`config.mk`:
```
export PLATFORM = sky130hd
export DESIGN_NAME = seg7_scan_multi
export DESIGN_NICKNAME = d
export VERILOG_FILES = /design/src/rtl/seg7_scan_multi.sv
export SDC_FILE = /design/constraint.sdc
export NUM_CORES = 1
export LEC_CHECK = 0
export BUFFER_PORTS_ARGS = -buffer_cell sky130_fd_sc_hd__buf_2
export CAP_MARGIN = 20
export CORE_MARGIN = 10
export CORE_UTILIZATION = 60
export CTS_BUF_LIST = sky130_fd_sc_hd__clkbuf_8
export DETAILED_ROUTE_END_ITERATION = 6
export HOLD_SLACK_MARGIN = 0.02
export PLACE_DENSITY = 0.88
export SYNTH_ARGS = -nofsm -noshare
export SYNTH_HDL_FRONTEND = slang
export SYNTH_SLANG_ARGS = --single-unit
```
`constraint.sdc`:
```
create_clock -name clk -period 5.8 [get_ports clk]
set_input_delay 0.58 -clock clk [delete_from_list [all_inputs] [get_ports clk]]
set_output_delay 0.58 -clock clk [all_outputs]
set_load 0.05 [all_outputs]
```
`src/rtl/seg7_scan_multi.sv`:
```
// Multiplexed seven-segment driver: hex or double-dabble decimal display with
// leading-zero blanking, per-digit decimal point and an overflow dash pattern.
module seg7_scan_multi #(
  parameter int DIGITS = 4,
  parameter int WIDTH  = 16,
  parameter int DIV    = 100000
) (
  input  logic              clk,
  input  logic              rst_n,
  input  logic [WIDTH-1:0]  x,
  input  logic              mode,
  input  logic              blank_lz,
  input  logic [DIGITS-1:0] dp_mask,
  output logic [6:0]        a_to_g,
  output logic [DIGITS-1:0] an,
  output logic              dp,
  output logic              busy
);
  localparam int NB = 4 * DIGITS;
  localparam int XW = (WIDTH > NB) ? WIDTH : NB;
  localparam int PW = $clog2(DIV);
  localparam int IW = (DIGITS > 1) ? $clog2(DIGITS) : 1;
  localparam int CW = $clog2(WIDTH + 1);

  localparam logic [PW-1:0] PRE_LAST  = PW'(DIV - 1);
  localparam logic [IW-1:0] IDX_LAST  = IW'(DIGITS - 1);
  localparam logic [CW-1:0] SHIFTS    = CW'(WIDTH);
  localparam logic [6:0]    SEG_BLANK = 7'b1111111;
  localparam logic [6:0]    SEG_DASH  = 7'b1111110;

  typedef enum logic [1:0] {IDLE, SHIFT, DONE} state_t;

  function automatic logic [6:0] glyph(input logic [3:0] n);
    case (n)
      4'h0: glyph = 7'b0000001;
      4'h1: glyph = 7'b1001111;
      4'h2: glyph = 7'b0010010;
      4'h3: glyph = 7'b0000110;
      4'h4: glyph = 7'b1001100;
      4'h5: glyph = 7'b0100100;
      4'h6: glyph = 7'b0100000;
      4'h7: glyph = 7'b0001111;
      4'h8: glyph = 7'b0000000;
      4'h9: glyph = 7'b0000100;
      4'hA: glyph = 7'b0001000;
      4'hB: glyph = 7'b1100000;
      4'hC: glyph = 7'b0110001;
      4'hD: glyph = 7'b1000010;
      4'hE: glyph = 7'b0110000;
      default: glyph = 7'b0111000;
    endcase
  endfunction

  // Hex path: zero-extend so narrow inputs still fill every digit.
  logic [XW-1:0] x_ext;
  logic [NB-1:0] hex_val;
  logic          hex_ovf;

  assign x_ext   = XW'(x);
  assign hex_val = x_ext[NB-1:0];
  assign hex_ovf = |(x_ext >> NB);

  state_t           state, state_nxt;
  logic [WIDTH-1:0] bin_q, bin_nxt;
  logic [NB-1:0]    bcd_q, bcd_nxt, bcd_adj;
  logic             sticky_q, sticky_nxt;
  logic [CW-1:0]    cnt_q, cnt_nxt;

  // NOTE: every signal driven from always_comb gets a default first so no path infers a latch.
  always_comb begin
    bcd_adj = bcd_q;
    for (int i = 0; i < DIGITS; i++)
      if (bcd_q[4*i +: 4] >= 4'd5) bcd_adj[4*i +: 4] = bcd_q[4*i +: 4] + 4'd3;
  end

  always_comb begin
    state_nxt  = state;
    bin_nxt    = bin_q;
    bcd_nxt    = bcd_q;
    sticky_nxt = sticky_q;
    cnt_nxt    = cnt_q;
    if (!mode) begin
      state_nxt = IDLE;
    end else begin
      unique case (state)
        IDLE: begin
          bin_nxt    = x;
          bcd_nxt    = '0;
          sticky_nxt = 1'b0;
          cnt_nxt    = '0;
          state_nxt  = SHIFT;
        end
        SHIFT: begin
          {bcd_nxt, bin_nxt} = {bcd_adj, bin_q} << 1;
          sticky_nxt         = sticky_q | bcd_adj[NB-1];
          cnt_nxt            = cnt_q + 1'b1;
          if (cnt_nxt == SHIFTS) state_nxt = DONE;
        end
        DONE:    state_nxt = IDLE;
        default: state_nxt = IDLE;
      endcase
    end
  end

  // NOTE: sequential state uses non-blocking assignments so every register samples pre-edge values.
  always_ff @(posedge clk) begin
    if (!rst_n) begin
      state    <= IDLE;
      bin_q    <= '0;
      bcd_q    <= '0;
      sticky_q <= 1'b0;
      cnt_q    <= '0;
      busy     <= 1'b0;
    end else begin
      state    <= state_nxt;
      bin_q    <= bin_nxt;
      bcd_q    <= bcd_nxt;
      sticky_q <= sticky_nxt;
      cnt_q    <= cnt_nxt;
      busy     <= (state_nxt != IDLE);
    end
  end

  // The display only ever takes a finished BCD value, never a partial one.
  logic [NB-1:0] disp_q;
  logic          ovf_q;

  always_ff @(posedge clk) begin
    if (!rst_n) begin
      disp_q <= '0;
      ovf_q  <= 1'b0;
    end else if (!mode) begin
      disp_q <= hex_val;
      ovf_q  <= hex_ovf;
    end else if (state == DONE) begin
      disp_q <= bcd_q;
      ovf_q  <= sticky_q;
    end
  end

  logic [PW-1:0] pre_q;
  logic [IW-1:0] idx_q;

  always_ff @(posedge clk) begin
    if (!rst_n) begin
      pre_q <= '0;
      idx_q <= '0;
    end else if (pre_q == PRE_LAST) begin
      pre_q <= '0;
      idx_q <= (idx_q == IDX_LAST) ? '0 : idx_q + 1'b1;
    end else begin
      pre_q <= pre_q + 1'b1;
    end
  end

  // upper_zero[i]: nibbles i..DIGITS-1 are all zero.
  logic [DIGITS-1:0] upper_zero;
  logic              lz_acc;
  logic [3:0]        nib;
  logic [6:0]        seg_sel;

  always_comb begin
    upper_zero = '0;
    lz_acc     = 1'b1;
    for (int i = DIGITS - 1; i >= 0; i--) begin
      lz_acc        = lz_acc & (disp_q[4*i +: 4] == 4'd0);
      upper_zero[i] = lz_acc;
    end
    nib = disp_q[{idx_q, 2'b00} +: 4];
    if (ovf_q)
      seg_sel = SEG_DASH;
    else if (blank_lz && (idx_q != '0) && upper_zero[idx_q])
      seg_sel = SEG_BLANK;
    else
      seg_sel = glyph(nib);
  end

  always_ff @(posedge clk) begin
    if (!rst_n) begin
      a_to_g <= SEG_BLANK;
      an     <= '1;
      dp     <= 1'b1;
    end else begin
      a_to_g <= seg_sel;
      an     <= ~(DIGITS'(1) << idx_q);
      dp     <= ~dp_mask[idx_q];
    end
  end

endmodule

```
==> impl_metrics.toml, run 1 <==
[cts]
clk_pin_slew_worst_paths_ps = 80
numCtsBuffers = 9
cts_max_path_buffers = 2
post_cts_resized = 0
post_cts.repair.setup_buffers = 0
cts_tree = "done"
clk-insertion-delay-late_ps = 360
cts_hold_buffers = 0
htree_levels = 3
cts_sinks = 89
cts_root_buf = "clkbuf_8"

[setup_path]
critical_path_class = "reg -> reg"
cp.depth = 5
cp_cell_sequence = "mux4_2 > inv_1 > ha_1 > o21ai_1 > o221ai_1"
crit_family = "multiplexers"
crit_start = "idx_q[0]"
arrival_ps = 2310
start_kind = "register"
ff2ff_setup_slack_ps = 3700
setup.worst_path.end_class = "register"
crit_buf_inv = 1
crit_path_max_incr_delay_ps = 630
r2r_start = "idx_q[0]"
slowest_stage = "mux4_2"
ff2ff_path_depth = 5
crit_end = "a_to_g[5]"
cp.required_ps = 6010
r2r-end = "a_to_g[5]"
crit_path_max_fanout = 11

[synthesis]
synth_top_area_share_pct = 39.77
ys_ff_latch = 89
yosysTopAreaCell = "dfxtp_1"
synth_area_mm2 = 0.004481
syn_nets = 515
synthCells = 471
synth_area_leaders = "dfxtp_1 40%, mux2i_1 9.4%, o211a_1 6.9%"
synth.distinct_cells = 48
syn_avg_cell_area_um2 = 9.513
seq_area_frac_synth_pct = 39.77
yosys_warnings = 0

[cells_and_area]
nFillCells = 559
num_antenna_cells = 0
multiInputGateArea_mm2 = 0.002509
drive_gt1_share_pct = 12.88
nNetsFinal = 536
seq_area_mm2 = 0.001782
area_growth_pct = 9.020

[grt]
grt_max_degree = 39
antenna_found_initial = 0
grt_util_all_layers_pct = 16.59
first_global_vias = 3359
grt_pass1_wl_mm = 15.69
grt_overflow_total = 0

[run]
drv_cap = 0

[sta]
rsz0062_at_grt = "no"
fin_crit_ps = 2097
hold_violations = 0
setup_viol = 0
final.setup.tns_ps = 0
fmax_mhz = 476.9
maxSlewViolCount = 0
timing.hold.ws_ps = 469.4
worstMarginPinSlew_ps = 1037
max_slew_margin_pct = 30.88
fin_skew_ps = 10.72
layout_setup_ws_ps = 3703
fin_crit_sh_pct = 36.15

[floorplanning]
dieArea_mm2 = 0.01132
num_rows = 31
die_x_um = 106.4
start_util_pct = 61.77
io_pins = 37
core_region_area_mm2 = 0.007253
die_height_um = 106.4

[detailed_routing]
wl_per_cell_um = 15.51
ant_nets = 0
via_per_inst = 5.824
drt_first_pass_iters = 4
drc = 0
routed_wl_mm = 9.246
via_count = 3471
drt_iter0_markers = 176

[status]
status = "complete, no violations"

[pwr]
ir_drop_v = 0.0001141
p_per_area_mw_per_mm2 = 254.2
p_leak_uw = 0.002224

[min_path]
hold_class = "reg -> reg"
hold_path_depth = 1

[place]
place.gp.congestion = 0.8692
dpl.hpwl_mm = 6.370
port_buffers = 36
dp_worst_setup_slack_ps = 3483
==> layer usage <==
metal | GRT usage (%) | wire length [um] | up-vias
met5 | 0 | 0 | -
met4 | 7.544 | 167 | 0
met3 | 3.925 | 483 | 17
met2 | 26.94 | 4436 | 93
met1 | 20.43 | 4159 | 1666
li1 | - | - | 1695
==> cell type report <==
cell class	count	share of cell area [%]
inverter	14	1.076
clock buffer	12	3.381
multi-input combinational	339	51.36
clock inverter	4	1.025
sequential	89	36.48
timing repair buffer	39	4.150
tap	99	2.536
==> worst min-delay path by stage <==
| stage | end | slack, ps | from |
|---|---|---|---|
| after floorplan | pre_q[0] | 420 | pre_q[0] |
| after global placement | pre_q[0] | 430 | pre_q[0] |
| after detailed placement | pre_q[0] | 440 | pre_q[0] |
| after CTS | pre_q[0] | 470 | pre_q[0] |
| after global routing | pre_q[0] | 490 | pre_q[0] |
| final | pre_q[0] | 470 | pre_q[0] |
==> per-stage QoR <==
step                instance area (um^2)  std cells  util (%)  total power, uW
floorplan                           4481        471         -            766.7
global placement                    4669        580     64.38            795.7
detailed placement                  4669        580     64.38            800.6
CTS                                 4885        596     67.35             1247
global route                        4885        596     67.35             1286
finish                              4885        596     67.35             1242
==> state kept, by name, summed over array words and instances (netlist names) <==
name,flops
pre_q,17
bcd_q,16
bin_q,16
disp_q,16
a_to_g,7
cnt_q,5
an,4
idx_q,2
state,2
busy,1
dp,1
ovf_q,1
sticky_q,1
==> logic make-up after synthesis <==
family	Yosys count	share of synthesized area, %
xor gates and xnor gates	27	5.278
and+or+nand+nor	161	17.93
muxes	47	11.81
buffers and inverters	43	4.300
AOI/OAI and AO/OA	84	15.33
adders and majority gates	20	5.585
DFF	89	39.77
==> placed cells by master, fill, tap and decap left out, drive strengths merged, types with 10 or more instances in the layout <==
cell type	instances
nand2	62
xor2	13
dfxtp	89
buf	39
ha	20
nor2b	17
clkbuf	12
o21ai	17
nand3	16
xnor2	14
and2	10
inv	16
mux2i	42
o211a	31
nor2	19
==> Yosys cell counts, drive strengths merged <==
| cell type | count |
|---|---|
| buf | 13 |
| mux2i | 42 |
| a31oi | 1 |
| nand2b | 8 |
| nor3 | 4 |
| o2111ai | 1 |
| nor3b | 5 |
| clkbuf | 16 |
| a211oi | 1 |
| nand4 | 4 |
| nor2 | 19 |
| nand3 | 16 |
| a21o | 4 |
| nand2 | 62 |
| o221ai | 4 |
| and2 | 10 |
| o21ai | 17 |
| ha | 20 |
| a21boi | 8 |
| a22oi | 8 |
| mux4 | 4 |
| a21oi | 3 |
| xor2 | 13 |
| a211o | 1 |
| nor4 | 4 |
| nor2b | 17 |
| dfxtp | 89 |
| o211a | 31 |
| inv | 14 |
| mux2 | 1 |
| a32oi | 3 |
| a2111o | 1 |
| nand3b | 2 |
| nor4b | 1 |
| and4 | 2 |
| and3 | 5 |
| o311ai | 1 |
| xnor2 | 14 |
| or3 | 2 |
==> report_power, final <==
group	switching, uW	leakage [uW]	total, uW	internal (uW)
Combinational	85.0	0.00139	139	54.3
Sequential	14.2	0.000729	648	634
Clock	219	0.000110	454	235
Note: power is estimated with default switching activity, not from simulation.
==> run 2: changes to the inputs <==
--- a/config.mk
+++ b/config.mk
@@ -5,14 +5,15 @@
 export SDC_FILE = /design/constraint.sdc
 export NUM_CORES = 1
 export LEC_CHECK = 0
+export ABC_AREA = 1
 export BUFFER_PORTS_ARGS = -buffer_cell sky130_fd_sc_hd__buf_2
 export CAP_MARGIN = 20
 export CORE_MARGIN = 10
-export CORE_UTILIZATION = 60
+export CORE_UTILIZATION = 56
 export CTS_BUF_LIST = sky130_fd_sc_hd__clkbuf_8
 export DETAILED_ROUTE_END_ITERATION = 6
 export HOLD_SLACK_MARGIN = 0.02
-export PLACE_DENSITY = 0.88
+export PLACE_DENSITY = 0.86
 export SYNTH_ARGS = -nofsm -noshare
 export SYNTH_HDL_FRONTEND = slang
 export SYNTH_SLANG_ARGS = --single-unit
==> constraint.sdc (replaced) <==
create_clock -name clk -period 1.8 [get_ports clk]
set_input_delay 0.18 -clock clk [delete_from_list [all_inputs] [get_ports clk]]
set_output_delay 0.18 -clock clk [all_outputs]
set_load 0.05 [all_outputs]
==> impl_metrics.toml, run 2 <==
[sta]
worstMarginPinSlew_ps = 438.1
timing.hold.ws_ps = 82.60
fin_crit_sh_pct = 89.99
rsz0062_at_grt = "no"
fin_skew_ps = 9.388
fmax_mhz = 617.4
fin_crit_ps = 1620
maxSlewViolCount = 0
setup_viol = 0
max_slew_margin_pct = 70.75
hold_violations = 0
layout_setup_ws_ps = 180.2
final.setup.tns_ps = 0

[cts]
cts_root_buf = "clkbuf_8"
clk-insertion-delay-late_ps = 360
htree_levels = 3
post_cts.repair.setup_buffers = 0
cts_tree = "done"
cts_sinks = 89
clk_pin_slew_worst_paths_ps = 90
cts_max_path_buffers = 2
cts_hold_buffers = 0
numCtsBuffers = 9

[setup_path]
arrival_ps = 1870
cpMostUsedCell = "nand2_1"
cp_cell_sequence = "inv_2 > nand2_1 > nand3_1 > nand2_1 > inv_1 > ha_1 > nand3_1 > nand2_1 > nand2_1 > nand2_1 > nand2_1 > nand2_1"
crit_path_max_fanout = 8
slowest_stage = "dfxtp_2"
setup.worst_path.end_class = "register"
crit_family = "simple AND/OR/NAND/NOR gates"
crit_path_max_incr_delay_ps = 410
critical_path_class = "reg -> reg"
crit_buf_inv = 2
cp.required_ps = 2050
start_kind = "register"

[synthesis]
yosys_warnings = 0
synth-main-ff-cell = "dfxtp_1"
yosysTopAreaCell = "dfxtp_1"
synth_area_leaders = "dfxtp_1 40%, nand2_1 14%, ha_1 5.6%"
synthCells = 635
yosysMostFrequentCell = "nand2_1"
async_flop_share_pct = 0
synth_edf_count = 0
syn_avg_cell_area_um2 = 7.060
seq_area_frac_synth_pct = 39.74
synth.distinct_cells = 37
synth_top_area_share_pct = 39.74
synth_area_mm2 = 0.004483
syn_nets = 679
ys_top_cells_by_count = "167 x nand2_1, 89 x dfxtp_1, 62 x nor2_1"
ys_ff_latch = 89

[floorplanning]
num_rows = 32
die_x_um = 109.5
dieArea_mm2 = 0.01198
io_pins = 37
die_height_um = 109.5
core_region_area_mm2 = 0.007767
start_util_pct = 57.72

[pwr]
p_per_area_mw_per_mm2 = 769.8
ir_drop_v = 0.0004046
p_leak_uw = 0.001968

[detailed_routing]
wl_per_cell_um = 13.52
via_per_inst = 5.437
via_count = 4214
ant_nets = 0
routed_wl_mm = 10.48
drt_first_pass_iters = 5
drt_iter0_markers = 251
drc = 0

[grt]
grt_util_all_layers_pct = 18.09
grt_max_degree = 33
grt_overflow_total = 0
antenna_found_initial = 0
grt_pass1_wl_mm = 17.77
first_global_vias = 3908

[place]
dpl.hpwl_mm = 7.724
dp_worst_setup_slack_ps = 120.0
port_buffers = 36
place_area_mm2 = 0.004738
place.gp.congestion = 0.9139

[cells_and_area]
finalInstanceArea_mm2 = 0.004920
max_flop_register = "pre_q"
drive_gt1_share_pct = 12.63
area_growth_pct = 9.740
final_util_pct = 63.34
nNetsFinal = 712
largest_reg_flops = 17
nFillCells = 661
final_common_cell = "nand2_1"
mostFrequentLayoutCells = "167 x nand2_1, 88 x dfxtp_1, 62 x nor2_1"
num_antenna_cells = 0

[run]
drv_cap = 0

[status]
status = "complete, no violations"

[min_path]
hold_class = "in -> reg"
## run 2: cell types whose count changed in the layout (fill, tap and decap cells not counted), sizes merged, moves of 30 or more
cell and change:
inv +44, mux2i -42, nand2 +108, nand3 +30
nor2 +47, o211a -31, o21ai +30
## run 2: area by class of cell
| cell class | instances | area, um^2 | area share (%) |
|---|---|---|---|
| inverter | 60 | 229.0 | 4.654 |
| timing repair buffer | 50 | 285.3 | 5.799 |
| clock buffer | 10 | 137.6 | 2.798 |
| sequential | 89 | 1783 | 36.24 |
| multi-input combinational | 458 | 2315 | 47.05 |
| clock inverter | 6 | 42.54 | 0.8647 |
| tap | 102 | 127.6 | 2.594 |
## run 2: tightest hold or removal path, delay by kind of cell
kind                   cells  cell delay (ps)
buffers and inverters      1              110
AND/OR/NAND/NOR            1               60
AO/OA/AOI/OAI              1               50
## run 2: timing repair
item	4_1_cts	5_1_grt
hold endpoints to repair	0	0
resized for setup	0	1
endpoints found under the setup margin	0	3
## run 2: worst paths after layout
| check | from | to | slack (ps) | cells after the start |
|---|---|---|---|---|
| min reg2reg | pre_q[0] | pre_q[0] | 450 | 1 |
| min | x[0] | bin_q[0] | 80 | 3 |
| max reg2reg | idx_q[0] | a_to_g[0] | 180 | 12 |
| max | idx_q[0] | a_to_g[0] | 180 | 12 |
## run 2: power breakdown
part	leakage (uW)	total [uW]	internal (uW)	switching, uW
sequential	0.000729	2090	2040	43.9
clock	0.0000887	1290	542	744
combinational	0.00115	413	129	284
total	0.00197	3790	2720	1070
## run 2: per-stage QoR
step	total power [uW]	cells
2_1_floorplan	2429	635
3_3_place_gp	2531	759
3_5_place_dp	2545	759
4_1_cts	3807	775
5_1_grt	3928	775
6_report	3787	775
## run 2: cell families (layout without fill, tap and decap cells)
logic type	count (synthesis)	in the layout	synth area share, %
and+or+nand+nor	326	326	31.82
AOI/OAI and AO/OA	100	100	11.89
DFF	89	89	39.74
buffers and inverters	88	126	8.624
adders and majority gates	20	20	5.582
xor gates and xnor gates	12	12	2.344
## run 2: metal layers
metal  wire length [um]  global-route usage, %  up-vias
li1                   -                      -     2138
met1               4621                  22.70     1911
met2               4942                  29.51      148
met3                719                  3.686       17
met4                193                  7.807        0
met5                  0                      0        -
